[config.mk]
export PLATFORM = sky130hd
export DESIGN_NAME = calc_ctrl
export DESIGN_NICKNAME = d
export VERILOG_FILES = /design/src/rtl/calc_pkg.sv /design/src/rtl/disp_scan.sv /design/src/rtl/calc_ctrl.sv
export SDC_FILE = /design/constraint.sdc
export NUM_CORES = 1
export LEC_CHECK = 0
export ABC_AREA = 1
export BUFFER_PORTS_ARGS = -buffer_cell sky130_fd_sc_hd__buf_2
export CELL_PAD_IN_SITES_DETAIL_PLACEMENT = 1
export CELL_PAD_IN_SITES_GLOBAL_PLACEMENT = 1
export CORE_ASPECT_RATIO = 0.75
export CORE_UTILIZATION = 40
export DETAILED_ROUTE_END_ITERATION = 8
export PLACE_DENSITY = 0.87
export SYNTH_ARGS = -nofsm -noshare
export SYNTH_HDL_FRONTEND = slang
export SYNTH_HIERARCHICAL = 1
export SYNTH_SLANG_ARGS = --single-unit
[constraint.sdc]
create_clock -name clk -period 4 [get_ports clk]
set_input_delay 0.2 -clock clk [delete_from_list [all_inputs] [get_ports clk]]
set_output_delay 0.2 -clock clk [all_outputs]
set_load 0.01 [all_outputs]
[src/rtl/calc_pkg.sv]
// rtl/calc_pkg.sv - key codes, operator selects and FSM encoding for calc_ctrl
package calc_pkg;

  localparam logic [3:0] KEY_ADD = 4'd10;
  localparam logic [3:0] KEY_SUB = 4'd11;
  localparam logic [3:0] KEY_MUL = 4'd12;
  localparam logic [3:0] KEY_DIV = 4'd13;
  localparam logic [3:0] KEY_EQ  = 4'd14;
  localparam logic [3:0] KEY_CLR = 4'd15;

  localparam logic [3:0] SEL_ADD = 4'b0001;
  localparam logic [3:0] SEL_SUB = 4'b0010;
  localparam logic [3:0] SEL_MUL = 4'b0100;
  localparam logic [3:0] SEL_DIV = 4'b1000;

  typedef enum logic [2:0] {
    ST_IDLE   = 3'd0,
    ST_GOT_A  = 3'd1,
    ST_GOT_OP = 3'd2,
    ST_GOT_B  = 3'd3,
    ST_SHOW   = 3'd4
  } state_t;

  function automatic logic is_digit(input logic [3:0] k);
    return k <= 4'd9;
  endfunction

  function automatic logic is_op(input logic [3:0] k);
    return (k >= KEY_ADD) && (k <= KEY_DIV);
  endfunction

  function automatic logic [3:0] op_to_sel(input logic [3:0] k);
    case (k)
      KEY_SUB: return SEL_SUB;
      KEY_MUL: return SEL_MUL;
      KEY_DIV: return SEL_DIV;
      default: return SEL_ADD;
    endcase
  endfunction

endpackage

[src/rtl/disp_scan.sv]
// rtl/disp_scan.sv - free-running digit scanner with registered, blankable segment mux
module disp_scan #(
  parameter int SCAN_DIV = 1024
) (
  input  logic       clk,
  input  logic       rst_n,
  input  logic [7:0] seg_n1,
  input  logic [7:0] seg_n2,
  input  logic [7:0] seg_h,
  input  logic [7:0] seg_l,
  input  logic [3:0] blank,
  output logic [3:0] dig_en,
  output logic [7:0] seg_out
);

  localparam int CW = (SCAN_DIV > 2) ? $clog2(SCAN_DIV) : 1;
  localparam logic [CW-1:0] CNT_MAX = CW'(SCAN_DIV - 1);

  logic [CW-1:0] cnt;
  logic [7:0]    seg_sel;

  // blank bits share the dig_en bit positions: [3] n1, [2] n2, [1] h, [0] l
  always_comb begin
    seg_sel = 8'h00;
    case (dig_en)
      4'b1000: seg_sel = blank[3] ? 8'h00 : seg_n1;
      4'b0100: seg_sel = blank[2] ? 8'h00 : seg_n2;
      4'b0010: seg_sel = blank[1] ? 8'h00 : seg_h;
      4'b0001: seg_sel = blank[0] ? 8'h00 : seg_l;
      default: seg_sel = 8'h00;
    endcase
  end

  always_ff @(posedge clk or negedge rst_n) begin
    if (!rst_n) begin
      cnt     <= '0;
      dig_en  <= 4'b1000;
      seg_out <= 8'h00;
    end else begin
      seg_out <= seg_sel;
      if (cnt == CNT_MAX) begin
        cnt    <= '0;
        dig_en <= {dig_en[0], dig_en[3:1]};
      end else begin
        cnt <= cnt + 1'b1;
      end
    end
  end

endmodule

[src/rtl/calc_ctrl.sv]
// rtl/calc_ctrl.sv - keypad sequencer driving the calculator operands and display scan
module calc_ctrl
  import calc_pkg::*;
#(
  parameter int SCAN_DIV = 1024
) (
  input  logic       clk,
  input  logic       rst_n,
  input  logic       key_valid,
  input  logic [3:0] key_code,
  output logic [3:0] num1,
  output logic [3:0] num2,
  output logic [3:0] select,
  input  logic [7:0] seg_n1,
  input  logic [7:0] seg_n2,
  input  logic [7:0] seg_h,
  input  logic [7:0] seg_l,
  output logic [7:0] seg_out,
  output logic [3:0] dig_en,
  output logic [2:0] state_o
);

  state_t     state;
  logic [3:0] a_q;
  logic [3:0] b_q;
  logic [3:0] op_sel;
  logic [3:0] blank;

  assign num1    = a_q;
  assign num2    = b_q;
  assign state_o = state;

  always_ff @(posedge clk or negedge rst_n) begin
    if (!rst_n) begin
      state  <= ST_IDLE;
      a_q    <= 4'd0;
      b_q    <= 4'd0;
      op_sel <= SEL_ADD;
      select <= 4'b0000;
    end else if (key_valid) begin
      if (key_code == KEY_CLR) begin
        state  <= ST_IDLE;
        a_q    <= 4'd0;
        b_q    <= 4'd0;
        op_sel <= SEL_ADD;
        select <= 4'b0000;
      end else begin
        case (state)
          ST_IDLE: begin
            if (is_digit(key_code)) begin
              a_q   <= key_code;
              state <= ST_GOT_A;
            end
          end
          ST_GOT_A: begin
            if (is_digit(key_code)) begin
              a_q <= key_code;
            end else if (is_op(key_code)) begin
              op_sel <= op_to_sel(key_code);
              state  <= ST_GOT_OP;
            end
          end
          ST_GOT_OP: begin
            if (is_op(key_code)) begin
              op_sel <= op_to_sel(key_code);
            end else if (is_digit(key_code)) begin
              b_q   <= key_code;
              state <= ST_GOT_B;
            end
          end
          ST_GOT_B: begin
            if (is_digit(key_code)) begin
              b_q <= key_code;
            end else if (key_code == KEY_EQ) begin
              select <= op_sel;
              state  <= ST_SHOW;
            end
          end
          ST_SHOW: begin
            // a new digit starts a fresh calculation; operators and EQ are dead here
            if (is_digit(key_code)) begin
              a_q    <= key_code;
              b_q    <= 4'd0;
              select <= 4'b0000;
              state  <= ST_GOT_A;
            end
          end
          default: begin
            state  <= ST_IDLE;
            select <= 4'b0000;
          end
        endcase
      end
    end
  end

  assign blank[3] = (state == ST_IDLE);
  assign blank[2] = (state == ST_IDLE) || (state == ST_GOT_A) || (state == ST_GOT_OP);
  assign blank[1] = (state != ST_SHOW);
  assign blank[0] = (state != ST_SHOW);

  disp_scan #(
    .SCAN_DIV(SCAN_DIV)
  ) u_disp_scan (
    .clk     (clk),
    .rst_n   (rst_n),
    .seg_n1  (seg_n1),
    .seg_n2  (seg_n2),
    .seg_h   (seg_h),
    .seg_l   (seg_l),
    .blank   (blank),
    .dig_en  (dig_en),
    .seg_out (seg_out)
  );

endmodule

### After elaboration in Yosys (flattened, before gate mapping)

Index checks and enable logic that the tools add are counted.

| operators by class | value |
|---|---|
| eq/ne operators | 24 |
| reduce and logical (&&, ||, !) cells | 16 |
| $lt $le $gt $ge | 3 |
| add/sub/neg operators | 1 |
| multiplexer cells | 32 |

Operators with widths:

| operator | number |
|---|---|
| 4-bit 2-to-1 mux | 13 |
| 4-bit one-hot mux with 3 select lines | 3 |
| 8-bit 2-to-1 mux | 4 |
| 8-bit one-hot mux with 4 select lines | 1 |
| 4-bit == test, second input constant | 6 |
| 3-bit 2-to-1 mux | 8 |
| 3-bit != test, second input constant | 8 |
| 3-bit one-hot mux with 4 select lines | 1 |
| 10-bit by 1-bit adder with 10-bit output, second input constant | 1 |
| 10-bit == test, second input constant | 1 |
| 10-bit 2-to-1 mux | 1 |
| 4-bit less-or-equal comparator, second input constant | 2 |
| 4-bit one-hot mux with 2 select lines | 1 |
| 8-bit AND reduction | 1 |
| 3-bit by 2-bit == test with 1-bit output, second input constant | 2 |
| 3-bit AND reduction | 2 |
| 3-bit OR reduction | 2 |
| 5-bit AND reduction | 1 |
| 4-bit by 1-bit == test with 1-bit output, second input constant | 1 |
| 4-bit by 2-bit == test with 1-bit output, second input constant | 1 |
| 4-bit by 3-bit == test with 1-bit output, second input constant | 1 |
| 4-bit >= comparator, second input constant | 1 |
| 4-bit AND reduction | 1 |
| 2-bit nonzero test | 2 |
| 10 further kinds | 11 |

| storage, ports and cells | value |
|---|---|
| register bits after elaboration | 41 |
| word-level logic and storage cells | 84 |
| input bits | 39 |

### Longest topological paths before layout

Gate-level depths: netlist of the first run.

| logic depth | value |
|---|---|
| depth in word-level cells | 6 |
| mapped depth | 10 |
| depth with buffers taken out | 9 |

### Hierarchy

The synthesis of the first run kept the hierarchy.

By module, submodules not included:

| module | area each (um^2) | cells each | instances |
|---|---|---|---|
| disp_scan | 1,342.5 | 176 | 1 |
| calc_ctrl | 1,101.1 | 143 | 1 |

### Least setup slack after synthesis of the first run

No wires, ideal clock.

| path | value |
|---|---|
| path type | reg2reg |
| start | reg state[2] (netlist: state_o[2]) |
| end | reg u_disp_scan.seg_out[0] |
| setup slack | 2.664 ns |
| cell stages (with the launch flop) | 11 |
| arrival | 1.271 ns |
| required time | 3.935 ns |
| path through | dfrtp_1 -> buf_2 -> inv_1 -> nand3_1 -> nand2_1 -> inv_1 -> nand2_1 -> nand3b_1 -> nand2_1 -> inv_1 -> nand2_1 |

| on the way | value |
|---|---|
| longest elaborated chain between the ends | 5 |
| elaborated cells on any way between the ends | 11 |
| classes of those cells | 3 x eq/ne; 5 x mux; 3 x reduce/logical |

Ends and longest elaborated chain:

| item | line | RTL |
|---|---|---|
| from (decl) | calc_ctrl.sv:23 | `state_t state;` |
| from (signal assigned) | calc_ctrl.sv:35 | `state <= ST_IDLE;` |
| from (signal assigned) | calc_ctrl.sv:42 | `state <= ST_IDLE;` |
| from (signal assigned) | calc_ctrl.sv:52 | `state <= ST_GOT_A;` |
| 3-bit by 1-bit == test with 1-bit output / 3-bit zero test (equally long branches) | calc_ctrl.sv:98 | `assign blank[2] = (state == ST_IDLE) \|\| (state == ST_GOT_A) \|\| (state == ST_GOT_OP);` |
| 1-bit logical OR | calc_ctrl.sv:98 |  |
| 1-bit logical OR * | calc_ctrl.sv:98 |  |
| net blank[2] | calc_ctrl.sv:27 | `logic [3:0] blank;` |
| 8-bit 2-to-1 mux * | disp_scan.sv:27 | `4'b0100: seg_sel = blank[2] ? 8'h00 : seg_n2;` |
| 8-bit one-hot mux with 4 select lines * | disp_scan.sv:25 | `case (dig_en)` |
| net u_disp_scan.seg_sel[0] | disp_scan.sv:20 | `logic [7:0] seg_sel;` |
| to (signal assigned) | disp_scan.sv:40 | `seg_out <= seg_sel;` |
| to (decl) | disp_scan.sv:13 | `output logic [7:0] seg_out` |

The timed path passes the listed nets; every way through them passes the cells marked *.
A chain may end at the register's enable or synchronous reset.

### Worst setup path in the final report of the first run

| path | value |
|---|---|
| start | reg state[0] (netlist: state_o[0]) |
| end | reg u_disp_scan.seg_out[2] |

Same word-level chain as after synthesis.

==> summary.md, run 1 <==
| Metric | Value |
|---|---|
| Status | `completed` |
| Via density | `4.95` |
| Synth Area per Inst | `7.66 µm²` |
| Top post-synthesis cells by area | `dfrtp_1 (40%), nand2_1 (16%), inv_1 (6.1%)` |
| Final min period | `1.63 ns` |
| Yosys cell types | `28` |
| YS warnings | `6` |
| Core area | `5860 µm²` |
| ANT cells | `0` |
| Global placement routability congestion | `0.844` |
| # rows | `24` |
| Vias in the first global route | `2416` |
| Startpoint types | `register` |
| Initial DRC count | `64` |
| Die width | `92.3 µm` |
| ANT nets after route | `0` |
| Async set or reset register ratio after synthesis | `100%` |
| Worst-margin pin slew | `0.949 ns` |
| CTS tree | `yes` |
| Largest net degree at the start of global routing | `42` |
| Compound-gate portion of the synthesized area | `7.68%` |
| Fmax achieved | `0.614 GHz` |
| Drt pass-1 iters | `4` |
| Share of cells above drive strength 1 | `28.4%` |
| WL/cell | `14.6 µm` |
| DP Area | `2820 µm²` |
| Final hold vios | `0` |
| Yosys top cell by area | `dfrtp_1` |
| Cell chain of the critical path | `inv_1 -> nand3_1 -> nand2_1 -> inv_1 -> nand2_1 -> nand3b_1 -> nand2_1 -> inv_1 -> nand2_1` |
| Max-slew headroom | `36.7%` |
| RSZ-0062 raised after global routing | `false` |
| Simple-gate share of the synthesized area | `38.9%` |
| Post-synth top area share | `39.9%` |
| Num ports | `66` |
| Routed WL | `6800 µm` |
| Cts hold-fix bufs | `0` |
| Die H | `69.7 µm` |
| Clock Latency Late Sink | `0.29 ns` |
| Largest family of logic cells by synthesized area | `simple AND/OR/NAND/NOR gates` |
| CTS sink cnt | `41` |
| Post-placement cell count | `457` |
| Mapped Nets | `359` |
| Gr ovfl total | `0` |
| Layout Skew | `0.00659 ns` |
| Mapped Area | `2440 µm²` |
| CP Max Fanout | `8` |
| Drt drc | `0` |
| Initial core utilization | `41.7%` |
| Crit path top cell by count | `nand2_1` |
| # setup viols final | `0` |
| Critical path data required time | `4.23 ns` |
| CP Capture Type | `register` |
| Synth-to-Final Area Change | `18.9%` |
| CP peak stage delay | `0.47 ns` |
| Design area | `2910 µm²` |
| CTS H-tree depth | `2` |
| CTS root buf | `clkbuf_8` |
| Fin crit share | `40.7%` |
| Reg2reg setup slack | `2.37 ns` |
| Pwr per Cell Area | `459 nW/µm²` |
| Post-synthesis mux area share | `0%` |
| Via count | `2304` |
| Fin nets | `426` |
| CTS Buf Count | `5` |
| #FFs+latches synth | `41` |
| Clk slew on worst S/H paths | `0.08 ns` |
| Count leader, synth | `nand2_1` |
| Xor/xnor share of the synthesized area | `1.43%` |
| Buffers on Ports | `65` |
| Worst EP arrival | `1.86 ns` |
| Post-synth EDFFs | `0` |
| Worst VDD drop | `0.000225 V` |
| Non-filler cells, final | `465` |
| CTS resizes | `0` |
| Post-synthesis sequential area ratio | `42.1%` |
| Critical path's slowest cell | `dfrtp_1` |
| Initial antenna violation count | `0` |
| Synth Flop Type | `dfrtp_1` |
| Total negative slack | `0 ns` |
| Post-Synthesis Cells | `319` |
| Hpwl dp | `5280 µm` |
| Synth top cells by count | `nand2_1 (102), inv_1 (40), dfrtp_1 (39)` |
| First-pass GRT wire length | `11500 µm` |
| Die area | `6430 µm²` |
| CTS max path bufs | `2` |
| GRT Util Overall | `22.8%` |
| Max Slew Vio Count | `0` |
| HP Class | `input pin to async pin` |
| Max-capacitance violation count | `0` |
| # Post-CTS Setup Buffers | `0` |
| Leak Pwr | `0.00163 µW` |
| Post-synthesis adder-cell area fraction | `0.512%` |
| CP Class | `register to register` |
per-layer routing:
| metal | track usage (%) | vias to the layer above | part of all wire [%] | routed length [µm] |
|---|---|---|---|---|
| met5 | 0 | - | 0 | 0 |
| met4 | 4.69 | 0 | 0.75 | 51 |
| met3 | 4.82 | 4 | 3.7 | 249 |
| met2 | 37.6 | 56 | 46 | 3110 |
| met1 | 30.8 | 1093 | 50 | 3380 |
| li1 | - | 1151 | - | - |
state kept, by name (all words and copies together), names as in the netlist:
register,count
op_sel,4
num2,4
u_disp_scan/cnt,10
num1,4
state_o,3
select,4
u_disp_scan/seg_out,8
u_disp_scan/dig_en,4
path summary, 6_finish.rpt:
path | startpoint | to | cells past startpoint
setup / recovery | state_o[0] | u_disp_scan/seg_out[2] | 9
max in group asynchronous | rst_n | u_disp_scan/seg_out[4] | 1
min in group clk | key_code[0] | op_sel[3] | 3
hold reg to reg | num1[1] | num1[1] | 2
setup reg to reg | state_o[0] | u_disp_scan/seg_out[2] | 9
hold / removal | rst_n | state_o[0] | 1
cell usage in the layout (no fill, tap or decap):
master | synthesis | final
o21ai_1 | 11 | 11
clkbuf_8 | 0 | 6
a21oi_4 | 1 | 1
a21oi_2 | 1 | 1
nand2_2 | 3 | 3
xnor2_1 | 2 | 2
nand2_4 | 3 | 3
nand4_1 | 24 | 24
nor2_4 | 5 | 5
dfrtp_1 | 39 | 39
buf_2 | 1 | 65
nand3b_2 | 1 | 1
nand3b_1 | 8 | 8
ha_1 | 1 | 1
o21ai_2 | 6 | 6
nand3_1 | 11 | 11
nand2_1 | 102 | 102
clkbuf_1 | 0 | 2
nand3_2 | 3 | 3
nand3_4 | 2 | 2
nor2_1 | 23 | 23
a21oi_1 | 3 | 3
dfstp_2 | 2 | 2
inv_2 | 8 | 8
o21ai_0 | 8 | 8
inv_1 | 40 | 40
nor2_2 | 4 | 4
xor2_1 | 2 | 2
nor3_1 | 1 | 1
worst max-delay path: cells and delay by family, from the launching register on:
kind	cells	cell delay, ns
and+or+nand+nor	6	0.69
DFF	1	0.47
buffers and inverters	3	0.42
layout make-up:
class	instances	area, µm²
clock buffer	8	90.1
multi-input combinational	225	1180
sequential	41	1030
timing repair buffer	65	325
tap	78	97.6
inverter	48	180
fill	786	2950
stage by stage:
step | util [%] | setup WS (ns) | hold slack (ns) | power [µW]
after global placement | 48.1 | 2.46 | 0.399 | 1030
after floorplan | - | 2.66 | -0.0956 | 869
after detailed placement | 48.1 | 2.39 | 0.412 | 1060
after global routing | 49.6 | 2.20 | 0.116 | 1430
final | 49.6 | 2.37 | 0.0484 | 1330
after CTS | 49.6 | 2.37 | 0.0859 | 1350
power by group:
| part | internal [µW] | switching (µW) | leakage, µW | total, µW |
|---|---|---|---|---|
| sequential | 489 | 63.2 | 0.000536 | 552 |
| combinational | 167 | 332 | 0.00105 | 499 |
| clock | 141 | 142 | 0.0000455 | 283 |
cells by family (layout without fill, tap and decap cells):
kind of cell,count (synthesis),in the layout
and+or+nand+nor,190,190
buffers and inverters,53,121
DFF,41,41
AOI/OAI and AO/OA,30,30
xor gates and xnor gates,4,4
adders and majority gates,1,1
No activity file was read; power rests on OpenSTA's default activity.
==> run 2: changes to the inputs <==
--- a/config.mk
+++ b/config.mk
@@ -10,9 +10,9 @@
 export CELL_PAD_IN_SITES_DETAIL_PLACEMENT = 1
 export CELL_PAD_IN_SITES_GLOBAL_PLACEMENT = 1
 export CORE_ASPECT_RATIO = 0.75
-export CORE_UTILIZATION = 40
+export CORE_UTILIZATION = 34
 export DETAILED_ROUTE_END_ITERATION = 8
-export PLACE_DENSITY = 0.87
+export PLACE_DENSITY = 0.79
 export SYNTH_ARGS = -nofsm -noshare
 export SYNTH_HDL_FRONTEND = slang
 export SYNTH_HIERARCHICAL = 1
==> constraint.sdc (replaced) <==
create_clock -name clk -period 1.3 [get_ports clk]
set_input_delay 0.065 -clock clk [delete_from_list [all_inputs] [get_ports clk]]
set_output_delay 0.065 -clock clk [all_outputs]
set_load 0.01 [all_outputs]
==> summary.md, run 2 (synthesized netlist as in run 1, its figures left out) <==
| Metric | Value |
|---|---|
| Design area | `3470 µm²` |
| Initial antenna violation count | `0` |
| Startpoint types | `register` |
| Commonest non-fill, non-tap cell in the layout | `nand2_1` |
| Global placement routability congestion | `0.848` |
| CTS root buf | `clkbuf_8` |
| Die area | `7530 µm²` |
| Largest register by flop count | `u_disp_scan/cnt` |
| Final worst slack | `-0.0603 ns` |
| Worst EP arrival | `1.56 ns` |
| Buffers on Ports | `65` |
| Die width | `99.9 µm` |
| Hpwl dp | `5240 µm` |
| # rows | `26` |
| Fin nets | `453` |
| GRT Util Overall | `20.8%` |
| CP Capture Type | `register` |
| Fin crit share | `105%` |
| CTS H-tree depth | `2` |
| Post-placement cell count | `495` |
| ANT cells | `0` |
| Final min period | `1.36 ns` |
| Gr ovfl total | `0` |
| Layout Skew | `0.00501 ns` |
| Core area | `6860 µm²` |
| Initial core utilization | `35.6%` |
| Fillers | `854` |
| CTS tree | `yes` |
| Synth-to-Final Area Change | `42.1%` |
| CTS Buf Count | `5` |
| Reg2reg setup slack | `-0.06 ns` |
| Critical path data required time | `1.50 ns` |
| Hold_sp | `key_code[0]` |
| Leak Pwr | `0.00182 µW` |
| Pwr per Cell Area | `1430 nW/µm²` |
| Max reg flops | `10` |
| Num ports | `66` |
| Multi-input logic area | `1420 µm²` |
| Pre-CTS setup slack | `-0.104 ns` |
| ANT nets after route | `0` |
| Status | `finished, violations left` |
| Clock Latency Late Sink | `0.30 ns` |
| HP Class | `input pin to register` |
| Worst reg2reg path startpoint | `state_o[1]` |
| Final hold vios | `0` |
| Max Slew Vio Count | `0` |
| Via count | `2468` |
| Share of cells above drive strength 1 | `46.0%` |
| RSZ-0062 raised after global routing | `true` |
| First-pass GRT wire length | `12000 µm` |
| CP Class | `register to register` |
| Most frequent cells in the layout | `nand2_1 (82), buf_2 (64), dfrtp_1 (37)` |
| Largest net degree at the start of global routing | `42` |
| Non-filler cells, final | `511` |
| Die H | `75.4 µm` |
| Failing checks | `setup timing` |
| Drt pass-1 iters | `4` |
| CTS sink cnt | `41` |
| Fmax achieved | `0.735 GHz` |
| Worst-margin pin slew | `0.369 ns` |
| WHS | `0.0632 ns` |
| Register area | `1030 µm²` |
| CP Max Fanout | `8` |
| Via density | `4.83` |
| Clk slew on worst S/H paths | `0.09 ns` |
| Initial DRC count | `61` |
| Vias in the first global route | `2418` |
| WL/cell | `15.4 µm` |
| Largest regs | `u_disp_scan/cnt (10), u_disp_scan/seg_out (8)` |
| Drt drc | `0` |
| Max-slew headroom | `75.4%` |
| Max-capacitance violation count | `0` |
| Worst VDD drop | `0.000821 V` |
| CTS max path bufs | `2` |
| Setup crit start | `state_o[1]` |
| DP Area | `3000 µm²` |
| Routed WL | `7870 µm` |
| # setup viols final | `16` |
run 2: cell type report:
cell class / instances / area share [%]
clock buffers: 6 / 2.38
clock inverters: 1 / 0.216
inverters: 48 / 5.73
multi-input cells: 225 / 40.9
flip-flops and latches: 41 / 29.7
well taps: 98 / 3.53
repair buffers: 92 / 17.6
run 2: where the power goes:
group          total (µW)  internal [µW]  switching (µW)
logic                2320            953            1370
registers            1730           1510             220
clock network         904            421             483
total                4950           2880            2070
run 2: what timing repair did:
action	CTS	global route
hold endpoints to repair	41	0
hold buffers	1	0
pin swaps	7	24
gates cloned	0	1
setup endpoints to repair	23	35
resized for setup	22	67
setup buffers	4	6
run 2: path summary, 6_finish.rpt:
| kind | end | cells past startpoint |
|---|---|---|
| min in group asynchronous | state_o[2] | 3 |
| max reg2reg | u_disp_scan/seg_out[0] | 9 |
| min reg2reg | select[2] | 2 |
| min | op_sel[3] | 3 |
| max | u_disp_scan/seg_out[0] | 9 |
| max in group asynchronous | u_disp_scan/dig_en[3] | 3 |
run 2: per-layer routing:
layer	up-vias	GRT usage (%)	part of all wire, %
li1	1206	-	-
met1	1176	28.1	46
met2	75	34.6	47
met3	11	4.04	5.6
met4	0	5.56	1.6
met5	-	0	0
run 2: through the flow:
stage	utilization, %	TNS, ns	total power (µW)
finish	50.6	-0.418	4950
global route	50.6	-2.38	5240
CTS	46.5	-0.00528	4560
detailed placement	43.7	-1.06	3410
global placement	43.7	-0.356	3350
floorplan	-	0	2680
run 2: critical path: stages (launching register included):
cell and delay, ns:
dfrtp_2 0.49, nor2_4 0.17, inv_2 0.07, nand2_4 0.09, inv_6 0.05, nand2_1 0.06
nand3b_1 0.10, nand2_1 0.07, inv_1 0.08, nand2_1 0.06
==> run 3: changes to the inputs <==
--- a/config.mk
+++ b/config.mk
@@ -6,12 +6,12 @@
 export NUM_CORES = 1
 export LEC_CHECK = 0
 export ABC_AREA = 1
-export BUFFER_PORTS_ARGS = -buffer_cell sky130_fd_sc_hd__buf_2
 export CELL_PAD_IN_SITES_DETAIL_PLACEMENT = 1
 export CELL_PAD_IN_SITES_GLOBAL_PLACEMENT = 1
 export CORE_ASPECT_RATIO = 0.75
-export CORE_UTILIZATION = 34
+export CORE_UTILIZATION = 41
 export DETAILED_ROUTE_END_ITERATION = 8
+export DONT_BUFFER_PORTS = 1
 export PLACE_DENSITY = 0.79
 export SYNTH_ARGS = -nofsm -noshare
 export SYNTH_HDL_FRONTEND = slang
==> summary.md, run 3 (synthesized netlist as in run 1, its figures left out) <==
| Metric | Value |
|---|---|
| Status | `finished, violations left` |
| Failing checks | `setup timing` |
| Global placement routability congestion | `0.840` |
| CTS H-tree depth | `2` |
| GRT Util Overall | `28.2%` |
| Max reg flops | `10` |
| Max-capacitance violation count | `0` |
| Critical path's slowest cell | `dfrtp_2` |
| Comb power frac | `45.7%` |
| Switching Fraction | `42.2%` |
| Design area | `3350 µm²` |
| Die area | `6280 µm²` |
| Fillers | `655` |
| Buf+Inv Stages, Crit Path | `3` |
| Sequential Power Share | `34.7%` |
| Initial core utilization | `44.2%` |
| CP peak stage delay | `0.48 ns` |
| WL/cell | `19.6 µm` |
| Post-placement cell count | `416` |
| Total negative slack | `-1.56 ns` |
| Clock network power share | `19.6%` |
| First-pass GRT wire length | `13300 µm` |
| Startpoint types | `register` |
| Die width | `91.1 µm` |
| Fin nets | `413` |
| Non-filler cells, final | `448` |
| Buffers on Ports | `0` |
| Worst VDD drop | `0.00116 V` |
| CTS root buf | `clkbuf_8` |
| Largest regs | `u_disp_scan/cnt (10), u_disp_scan/seg_out (8)` |
| Worst EP arrival | `1.71 ns` |
| Max Slew Vio Count | `0` |
| ANT nets after route | `0` |
| Max-slew headroom | `73.5%` |
| Num ports | `66` |
| Clk slew on worst S/H paths | `0.09 ns` |
| Drt pass-1 iters | `4` |
| Share of cells above drive strength 1 | `38.9%` |
| Clock Latency Late Sink | `0.30 ns` |
| Final min period | `1.47 ns` |
| Via count | `2470` |
| Cell chain of the critical path | `inv_4 -> nand3_4 -> inv_2 -> nand2_1 -> nand3b_1 -> nand2_1 -> inv_1 -> nand2_1` |
| CTS Buf Count | `5` |
| Pre-CTS setup slack | `-0.137 ns` |
| Fmax achieved | `0.681 GHz` |
| # rows | `23` |
| Layout Skew | `0.00816 ns` |
| Register area | `1030 µm²` |
| Die H | `68.9 µm` |
| Pwr per Cell Area | `1580 nW/µm²` |
| CTS tree | `yes` |
| Multi-input logic area | `1420 µm²` |
| Worst-margin pin slew | `0.396 ns` |
| Synth-to-Final Area Change | `37.0%` |
| CP Class | `register to register` |
| Crit path top cell by count | `nand2_1` |
| Final worst slack | `-0.169 ns` |
| DP Area | `2700 µm²` |
| Largest register by flop count | `u_disp_scan/cnt` |
| # setup viols final | `24` |
| Via density | `5.51` |
| CTS sink cnt | `41` |
| Drt drc | `0` |
| RSZ-0062 raised after global routing | `true` |
| Initial antenna violation count | `0` |
| Critical path data required time | `1.54 ns` |
| CTS max path bufs | `2` |
| CP Capture Type | `register` |
| Initial DRC count | `71` |
| ANT cells | `0` |
| Commonest non-fill, non-tap cell in the layout | `nand2_1` |
| Hpwl dp | `5180 µm` |
| Final hold vios | `0` |
| NetSw | `2230 µW` |
| Gr ovfl total | `0` |
| Vias in the first global route | `2612` |
| Top delay family on crit path | `simple AND/OR/NAND/NOR gates` |
| Largest net degree at the start of global routing | `42` |
| Leak Pwr | `0.00167 µW` |
| Core area | `5530 µm²` |
| Fin crit share | `113%` |
| WHS | `0.00599 ns` |
| CP Max Fanout | `8` |
| Routed WL | `8770 µm` |
| Most frequent cells in the layout | `nand2_1 (71), dfrtp_1 (37), inv_1 (28)` |
| Internal | `3050 µW` |
| HP Class | `input pin to register` |
-- run 3: worst min-delay path: cells and delay by family --
kind,cells,cell delay [ns]
buffers and inverters,1,0.05
and+or+nand+nor,3,0.16
-- run 3: routing by layer --
layer,GRT usage (%),vias up,routed length [µm]
met2,51.1,88,4430
met1,32.6,1236,3700
li1,-,1134,-
met3,8.44,12,538
met5,0,-,0
met4,9.92,0,101
-- run 3: power groups by stage --
stage          sequential [µW]  clock (µW)  combinational, µW
5_1_grt                   1860        1100               2590
4_1_cts                   1790        1040               2060
3_5_place_dp              1770           0               1540
3_3_place_gp              1770           0               1470
6_report                  1830        1030               2410
2_1_floorplan             1750           0                935
-- run 3: final timing paths --
path / cells past startpoint / slack (ns) / endpoint / start
setup / recovery: 8 / -0.17 / u_disp_scan/seg_out[5] / state_o[1]
hold / removal: 4 / 0.006 / u_disp_scan/seg_out[5] / seg_n2[5]
setup reg to reg: 8 / -0.17 / u_disp_scan/seg_out[5] / state_o[1]
hold reg to reg: 2 / 0.49 / op_sel[0] / op_sel[0]
max in group asynchronous: 2 / 0.78 / u_disp_scan/dig_en[3] / rst_n
min in group asynchronous: 2 / 0.24 / op_sel[3] / rst_n
-- run 3: per-stage QoR --
stage	util, %	power (µW)
floorplan	-	2680
global placement	48.9	3230
CTS	57.4	4890
global route	60.6	5550
finish	60.6	5280
detailed placement	48.9	3310
-- run 3: cell type report --
cell class,count,area share [%]
Timing Repair Buffer,52,15.0
Clock buffer,5,2.06
Tap cell,75,2.80
Inverter,48,5.75
Multi-Input combinational cell,225,42.5
Sequential cell,41,30.8
Clock inverter,2,1.05
-- run 3: what timing repair did --
action | CTS | global route
setup buffers | 6 | 2
hold buffers | 17 | 0
pin swaps | 16 | 25
gates cloned | 0 | 1
endpoints found under the setup margin | 27 | 38
endpoints found under the hold margin | 57 | 0
gates resized for setup | 43 | 51
